<file path="config.mk">
export PLATFORM = sky130hd
export DESIGN_NAME = hedios_host_master
export DESIGN_NICKNAME = d
export VERILOG_FILES = /design/src/rtl/hedios_host_master.sv
export SDC_FILE = /design/constraint.sdc
export NUM_CORES = 1
export LEC_CHECK = 0
export CAP_MARGIN = 20
export CORE_UTILIZATION = 40
export CTS_BUF_LIST = sky130_fd_sc_hd__clkbuf_2 sky130_fd_sc_hd__clkbuf_4 sky130_fd_sc_hd__clkbuf_8
export CTS_CLUSTER_SIZE = 25
export DETAILED_ROUTE_END_ITERATION = 6
export HOLD_SLACK_MARGIN = 0.1
export SLEW_MARGIN = 15
export SYNTH_ARGS = -nofsm -noshare
export SYNTH_HDL_FRONTEND = slang
export SYNTH_SLANG_ARGS = --single-unit
</file>
<file path="constraint.sdc">
create_clock -name clk -period 2.4 [get_ports clk]
set_input_delay 0.48 -clock clk [delete_from_list [all_inputs] [get_ports clk]]
set_output_delay 0.48 -clock clk [all_outputs]
set_load 0.005 [all_outputs]
</file>
<file path="src/rtl/hedios_host_master.sv">
// hedios_host_master: host-side Hedios link initiator; sends a 5-byte 8N1 command packet
// and optionally collects a 5-byte response with an inter-byte idle timeout.
module hedios_host_master #(
    parameter int CLK_RATE       = 100_000_000,
    parameter int BAUD_RATE      = 1_000_000,
    parameter int TIMEOUT_CYCLES = 1_000_000
) (
    input  logic        clk,
    input  logic        rst,
    input  logic        req_valid,
    output logic        req_ready,
    input  logic [7:0]  req_command,
    input  logic [31:0] req_data,
    input  logic        req_expect_resp,
    output logic        done,
    output logic [7:0]  rsp_command,
    output logic [31:0] rsp_data,
    output logic        rsp_timeout,
    output logic        rsp_frame_err,
    output logic        busy,
    output logic        tx_line,
    input  logic        rx_line
);
    localparam int DIV  = CLK_RATE / BAUD_RATE;
    localparam int HALF = DIV / 2;
    localparam int DW   = $clog2(DIV);
    localparam logic [DW-1:0] DIV_M1  = DW'(DIV - 1);
    localparam logic [DW-1:0] HALF_M1 = DW'(HALF - 1);
    localparam logic [31:0]   TMO_M1  = 32'(TIMEOUT_CYCLES - 1);

    if (DIV < 4) begin : g_div_check
        $error("hedios_host_master: CLK_RATE/BAUD_RATE must be at least 4");
    end

    typedef enum logic [2:0] {IDLE, SEND, WAIT, RECV, DONE} state_t;
    state_t state, state_next;

    logic [49:0]   tx_sh;
    logic [DW-1:0] tx_div;
    logic [5:0]    tx_bit;
    logic          expect_q;
    logic          rx_s1, rx_s2, rx_prev;
    logic          rx_busy;
    logic [DW-1:0] rx_div;
    logic [3:0]    rx_bit;
    logic [7:0]    rx_sh;
    logic [31:0]   rx_buf;
    logic [2:0]    rx_byte;
    logic [31:0]   tmo;

    logic tx_tick, tx_last, hunting, fall, start_det, expire;
    logic rx_tick, start_ok, glitch, stop_smp, frame_bad, pkt_ok;
    logic [49:0] frame;

    // Whole packet as one LSB-first bit stream: start, 8 data bits, stop per byte.
    assign frame = {1'b1, req_data[7:0], 1'b0, 1'b1, req_data[15:8], 1'b0,
                    1'b1, req_data[23:16], 1'b0, 1'b1, req_data[31:24], 1'b0,
                    1'b1, req_command, 1'b0};

    assign tx_tick   = tx_div == DIV_M1;
    assign tx_last   = tx_tick && tx_bit == 6'd49;
    assign hunting   = (state == WAIT || state == RECV) && !rx_busy;
    assign fall      = rx_prev && !rx_s2;
    assign start_det = hunting && fall;
    assign expire    = hunting && !fall && tmo >= TMO_M1;
    assign rx_tick   = rx_busy && rx_div == '0;
    assign start_ok  = rx_tick && rx_bit == 4'd0 && !rx_s2;
    assign glitch    = rx_tick && rx_bit == 4'd0 && rx_s2;
    assign stop_smp  = rx_tick && rx_bit == 4'd9;
    assign frame_bad = stop_smp && !rx_s2;
    assign pkt_ok    = stop_smp && rx_s2 && rx_byte == 3'd4;

    assign req_ready = state == IDLE;
    assign busy      = ~req_ready;
    assign done      = state == DONE;
    assign tx_line   = tx_sh[0];

    always_ff @(posedge clk or negedge rst) begin
        if (!rst) state <= IDLE;
        else      state <= state_next;
    end

    always_comb begin
        state_next = state;
        case (state)
            IDLE:       state_next = req_valid ? SEND : IDLE;
            SEND:       state_next = tx_last ? (expect_q ? WAIT : DONE) : SEND;
            WAIT, RECV: state_next = (expire || frame_bad || pkt_ok) ? DONE : (start_ok ? RECV : state);
            default:    state_next = IDLE;
        endcase
    end

    always_ff @(posedge clk or negedge rst) begin
        if (!rst) begin
            tx_sh         <= '1;
            tx_div        <= '0;
            tx_bit        <= '0;
            expect_q      <= 1'b0;
            rx_s1         <= 1'b1;
            rx_s2         <= 1'b1;
            rx_prev       <= 1'b1;
            rx_busy       <= 1'b0;
            rx_div        <= '0;
            rx_bit        <= '0;
            rx_sh         <= '0;
            rx_buf        <= '0;
            rx_byte       <= '0;
            tmo           <= '0;
            rsp_command   <= '0;
            rsp_data      <= '0;
            rsp_timeout   <= 1'b0;
            rsp_frame_err <= 1'b0;
        end else begin
            rx_s1   <= rx_line;
            rx_s2   <= rx_s1;
            rx_prev <= rx_s2;
            if (state == IDLE && req_valid) begin
                tx_sh    <= frame;
                tx_div   <= '0;
                tx_bit   <= '0;
                expect_q <= req_expect_resp;
            end else if (state == SEND) begin
                tx_div <= tx_tick ? '0 : tx_div + 1'b1;
                if (tx_tick) begin
                    tx_sh  <= {1'b1, tx_sh[49:1]};
                    tx_bit <= tx_bit + 1'b1;
                end
            end
            // A confirmed start reloads the gap counter as if it had been cleared at the edge,
            // so a rejected glitch leaves the running count untouched.
            tmo <= (state == WAIT || state == RECV) ? (start_ok ? 32'(HALF) : tmo + 32'd1) : '0;
            if (state == SEND) rx_byte <= '0;
            if (rx_busy) begin
                rx_div <= rx_tick ? DIV_M1 : rx_div - 1'b1;
                if (rx_tick) begin
                    rx_bit <= rx_bit + 1'b1;
                    if (rx_bit != 4'd0 && rx_bit != 4'd9) rx_sh <= {rx_s2, rx_sh[7:1]};
                    if (glitch || rx_bit == 4'd9) rx_busy <= 1'b0;
                    if (rx_bit == 4'd9 && rx_s2) begin
                        rx_buf  <= {rx_buf[23:0], rx_sh};
                        rx_byte <= rx_byte + 1'b1;
                    end
                end
            end else if (start_det) begin
                rx_busy <= 1'b1;
                rx_div  <= HALF_M1;
                rx_bit  <= '0;
            end
            if (state_next == DONE) begin
                rsp_timeout   <= expire;
                rsp_frame_err <= frame_bad;
                if (pkt_ok) {rsp_command, rsp_data} <= {rx_buf, rx_sh};
            end
        end
    end
endmodule

</file>
==> flow_summary.rst <==
.. list-table::
   :header-rows: 1

   * - Metric
     - Value
   * - IR drop worst, VDD
     - 0.000365 V
   * - Pre-Repair DR Iteration Count
     - 4
   * - Number of antenna repair diodes
     - 0
   * - Total detailed-routing wirelength
     - approximately 17000 um
   * - Number of buffer cells added on primary ports
     - 90
   * - Ys async rst share
     - 100%
   * - First-pass GRT wire length
     - 28800 um
   * - H-tree level count
     - 4
   * - Total gr overflow
     - 0
   * - Least-Margin Pin Slew
     - roughly 0.6 ns
   * - Residual DRC count
     - 0
   * - Antenna violations before repair
     - 0
   * - Crit end category
     - register
   * - Final hold viol count
     - 0
   * - Initial core utilization
     - 40.7%
   * - Final HPWL from detailed placement
     - 11200 um
   * - Post-route fraction of the period consumed by the critical path
     - 97.2%
   * - Avg WL per Cell
     - ~14 um
   * - Overall routing resource usage
     - 16.0%
   * - Synth Area per Inst
     - around 11 sq um
   * - Area used by sequential logic in the layout
     - 0.00502 sq mm
   * - Width of the chip
     - 151 um
   * - Critical path required time
     - 2.76 ns
   * - Met2 layer usage reported by global route
     - about a quarter
   * - Portion of the post-synthesis area used by sequential elements
     - 56.5%
   * - Number of synthesis warnings
     - 0
   * - Start-to-end type of the worst setup path
     - register to register
   * - Biggest area consumer among synthesized cells
     - dfrtp_1
   * - Post-route cell area
     - 0.0108 sq mm
   * - RSZ-0062 raised after global routing
     - false
   * - Cell count after synthesis
     - 816
   * - Fmax achieved
     - 429 MHz
   * - Unique cell type count in the Yosys netlist
     - 48
   * - Portion of synthesized cell area occupied by the leading cell type
     - 41.1%
   * - Met3 global-route usage
     - 3.55%
   * - Worst Path Max Fanout
     - 40
   * - Via count
     - 6014
   * - Path type of the worst min-delay path
     - register to register
   * - Layout net count
     - 978
   * - CP Data Arrival Time
     - 2.69 ns
   * - Die ar.
     - 0.0228 sq mm
   * - Std cell rows
     - 54
   * - Seq cells post-synth
     - 198
   * - Insertion delay to the later sink of the worst-skew pair
     - 0.48 ns
   * - Number of nets produced by synthesis
     - 872
   * - Most congested layer reported by global routing
     - met2
   * - Post-route clock skew
     - roughly 0.021 ns
   * - Leakage power of the design
     - 5.00 nW
   * - CTS tree
     - yes
   * - Cell depth of the worst flop-to-flop path
     - 5
   * - Worst slew slack as a fraction of its limit
     - 59.6%
   * - Power per cell area
     - 573 mW/mm^2
   * - Core occupancy in the finished layout
     - approximately 50%
   * - Post-synth design cell area
     - 0.00889 sq mm
   * - Number of CTS-inserted buffers
     - 17
   * - Final TNS setup
     - 0 ns
   * - Min-Delay Path Depth
     - 0
   * - Ys flop type
     - dfrtp_1
   * - Layout Area Growth over Synthesis
     - 21.0%
   * - Leading cell types by total area after synthesis
     - dfrtp_1 (41%), dfstp_2 (15%), mux2_4 (6.8%)
   * - Drt via density
     - 4.95
   * - Number of synthesized flops with an enable pin
     - 0
   * - ANT nets after route
     - 0
   * - Master cell of the clock root buffer
     - clkbuf_8
   * - Maximum buffer depth of the clock tree
     - 2
   * - Routing usage on met1
     - 23.3%
   * - Layout fillers
     - a little under 2000
   * - Total count of max-transition violations in the final report
     - 0
   * - Area of the multi-input gates
     - 0.00367 sq mm
   * - Clock transition at the registers of the reported paths
     - 0.10 ns
   * - CP Launch Type
     - register
   * - Violation count after the first detailed-routing iteration
     - 279
   * - Vias in the first global route
     - 5722
   * - Routability-driven placement congestion ratio
     - 0.766
   * - Largest net degree at the start of global routing
     - 85
   * - Die height
     - around 150 um
   * - # clock sinks
     - 198
   * - Total setup violations reported at the end of the flow
     - 0
   * - Share of layout cells above drive strength 1
     - a little under a quarter
   * - Final period demand of the worst path
     - ~2.3 ns
   * - Area inside the core boundary
     - 0.0218 sq mm
   * - Result of the run
     - finished, final reports clean
   * - Placed cell area
     - roughly 0.010 sq mm
   * - Max capacitance violation total
     - 0
   * - Top-level I/O count
     - 91
-- state kept, by name, indices dropped and copies added (netlist names) --
register / flops
rx_bit: 4
rx_busy: 1
rsp_data: 32
expect_q: 1
rx_buf: 32
rx_div: 7
rsp_timeout: 1
rsp_command: 8
rx_byte: 3
rx_s1: 1
rx_sh: 8
tx_bit: 6
tx_div: 7
tx_sh: 49
rx_prev: 1
state: 3
rsp_frame_err: 1
tmo: 32
rx_s2: 1
-- path summary, 6_finish.rpt --
check,end,startpoint,slack [ns]
hold reg to reg,rx_s2,rx_s1,0.36
min in group asynchronous,rsp_data[26],rst,0.57
max in group asynchronous,rx_s2,rst,1.10
setup / recovery,rsp_data[22],rx_div[4],0.07
setup reg to reg,rsp_data[22],rx_div[4],0.07
hold / removal,rx_s2,rx_s1,0.36
-- cells in the mapped netlist (12+ instances only) --
cell type  number
xor2_1         25
mux2_4         40
nand3_1        30
nor2_1        103
nand4_1        12
nand2_1       137
a31oi_1        42
dfstp_2        52
dfrtp_1       146
clkbuf_1       28
mux2_2         42
o21ai_0        20
a21oi_1        18
inv_1          15
-- cell type report --
cell class,count,share of cell area (%)
sequential,198,46.7
multi-input combinational,564,34.1
timing repair buffer,126,11.7
tap,280,3.26
clock buffer,18,2.30
clock inverter,14,1.42
inverter,15,0.523
-- power breakdown --
part / leakage [nW] / switching, W / internal [W]
combinational: 2.25 / 0.000209 / 0.000209
sequential: 2.55 / 0.0000986 / 0.00353
clock: 0.202 / 0.00131 / 0.000813
-- per-stage QoR --
| stage | power (W) | hold WS, ns | setup WS (ns) | std cells |
|---|---|---|---|---|
| 5_1_grt | 0.00649 | 0.370 | 0.00364 | 1215 |
| 2_1_floorplan | 0.00389 | 0.184 | 0.139 | 816 |
| 6_report | 0.00617 | 0.361 | 0.0667 | 1215 |
| 4_1_cts | 0.00628 | 0.363 | 0.0294 | 1215 |
| 3_5_place_dp | 0.00411 | 0.348 | 0.0730 | 1182 |
| 3_3_place_gp | 0.00410 | 0.351 | 0.108 | 1182 |
-- cells by family (layout without fill, tap and decap cells) --
group | count (synthesis) | in the layout | share of synthesized area (%)
adders and majority gates | 11 | 11 | 1.55
and+or+nand+nor | 339 | 339 | 17.0
xor gates and xnor gates | 35 | 35 | 3.45
DFF | 198 | 198 | 56.5
AOI/OAI and AO/OA | 95 | 95 | 6.53
muxes | 84 | 84 | 12.3
buffers and inverters | 54 | 173 | 2.70
-- layer usage --
layer	part of all wire, %	wire, um
met1	50	8640
met2	46	7870
met3	2.8	480
met4	0.89	153
met5	0	0
-- placed cells by master, fill, tap and decap left out, drive strengths merged, types with 3 or more instances in the layout --
cell type      Yosys  layout
xor2              25      25
o31ai              3       3
nor4               7       7
dfrtp            146     146
inv               15      22
or2                4       4
nor2             103     103
nand4             12      12
nand2b             5       5
nor3b              3       3
xnor2             10      10
dfstp             52      52
clkbuf            28      19
buf               11      35
clkinv             0       6
clkdlybuf4s50      0      88
a211o              3       3
a31oi             42      42
nor3              11      11
mux2              82      82
a21oi             18      18
ha                11      11
nand3             30      30
nand2            137     137
and3               6       6
or3                7       7
and4               3       3
o21ai             20      20
-- what timing repair did --
action / in CTS / in global routing
gates resized for setup: 2 / 2
hold buffers: 1 / 0
cloned: 0 / 0
hold endpoints to repair: 54 / 0
endpoints found under the setup margin: 2 / 41
buffers inserted: 0 / 0
-- critical path: stages (launching register included) --
cell	delay (ns)
dfrtp_1	0.42
or3_4	0.38
or4_4	0.52
a211o_2	0.34
buf_12	0.21
mux2_4	0.32
(Power assumes the default switching activity.)
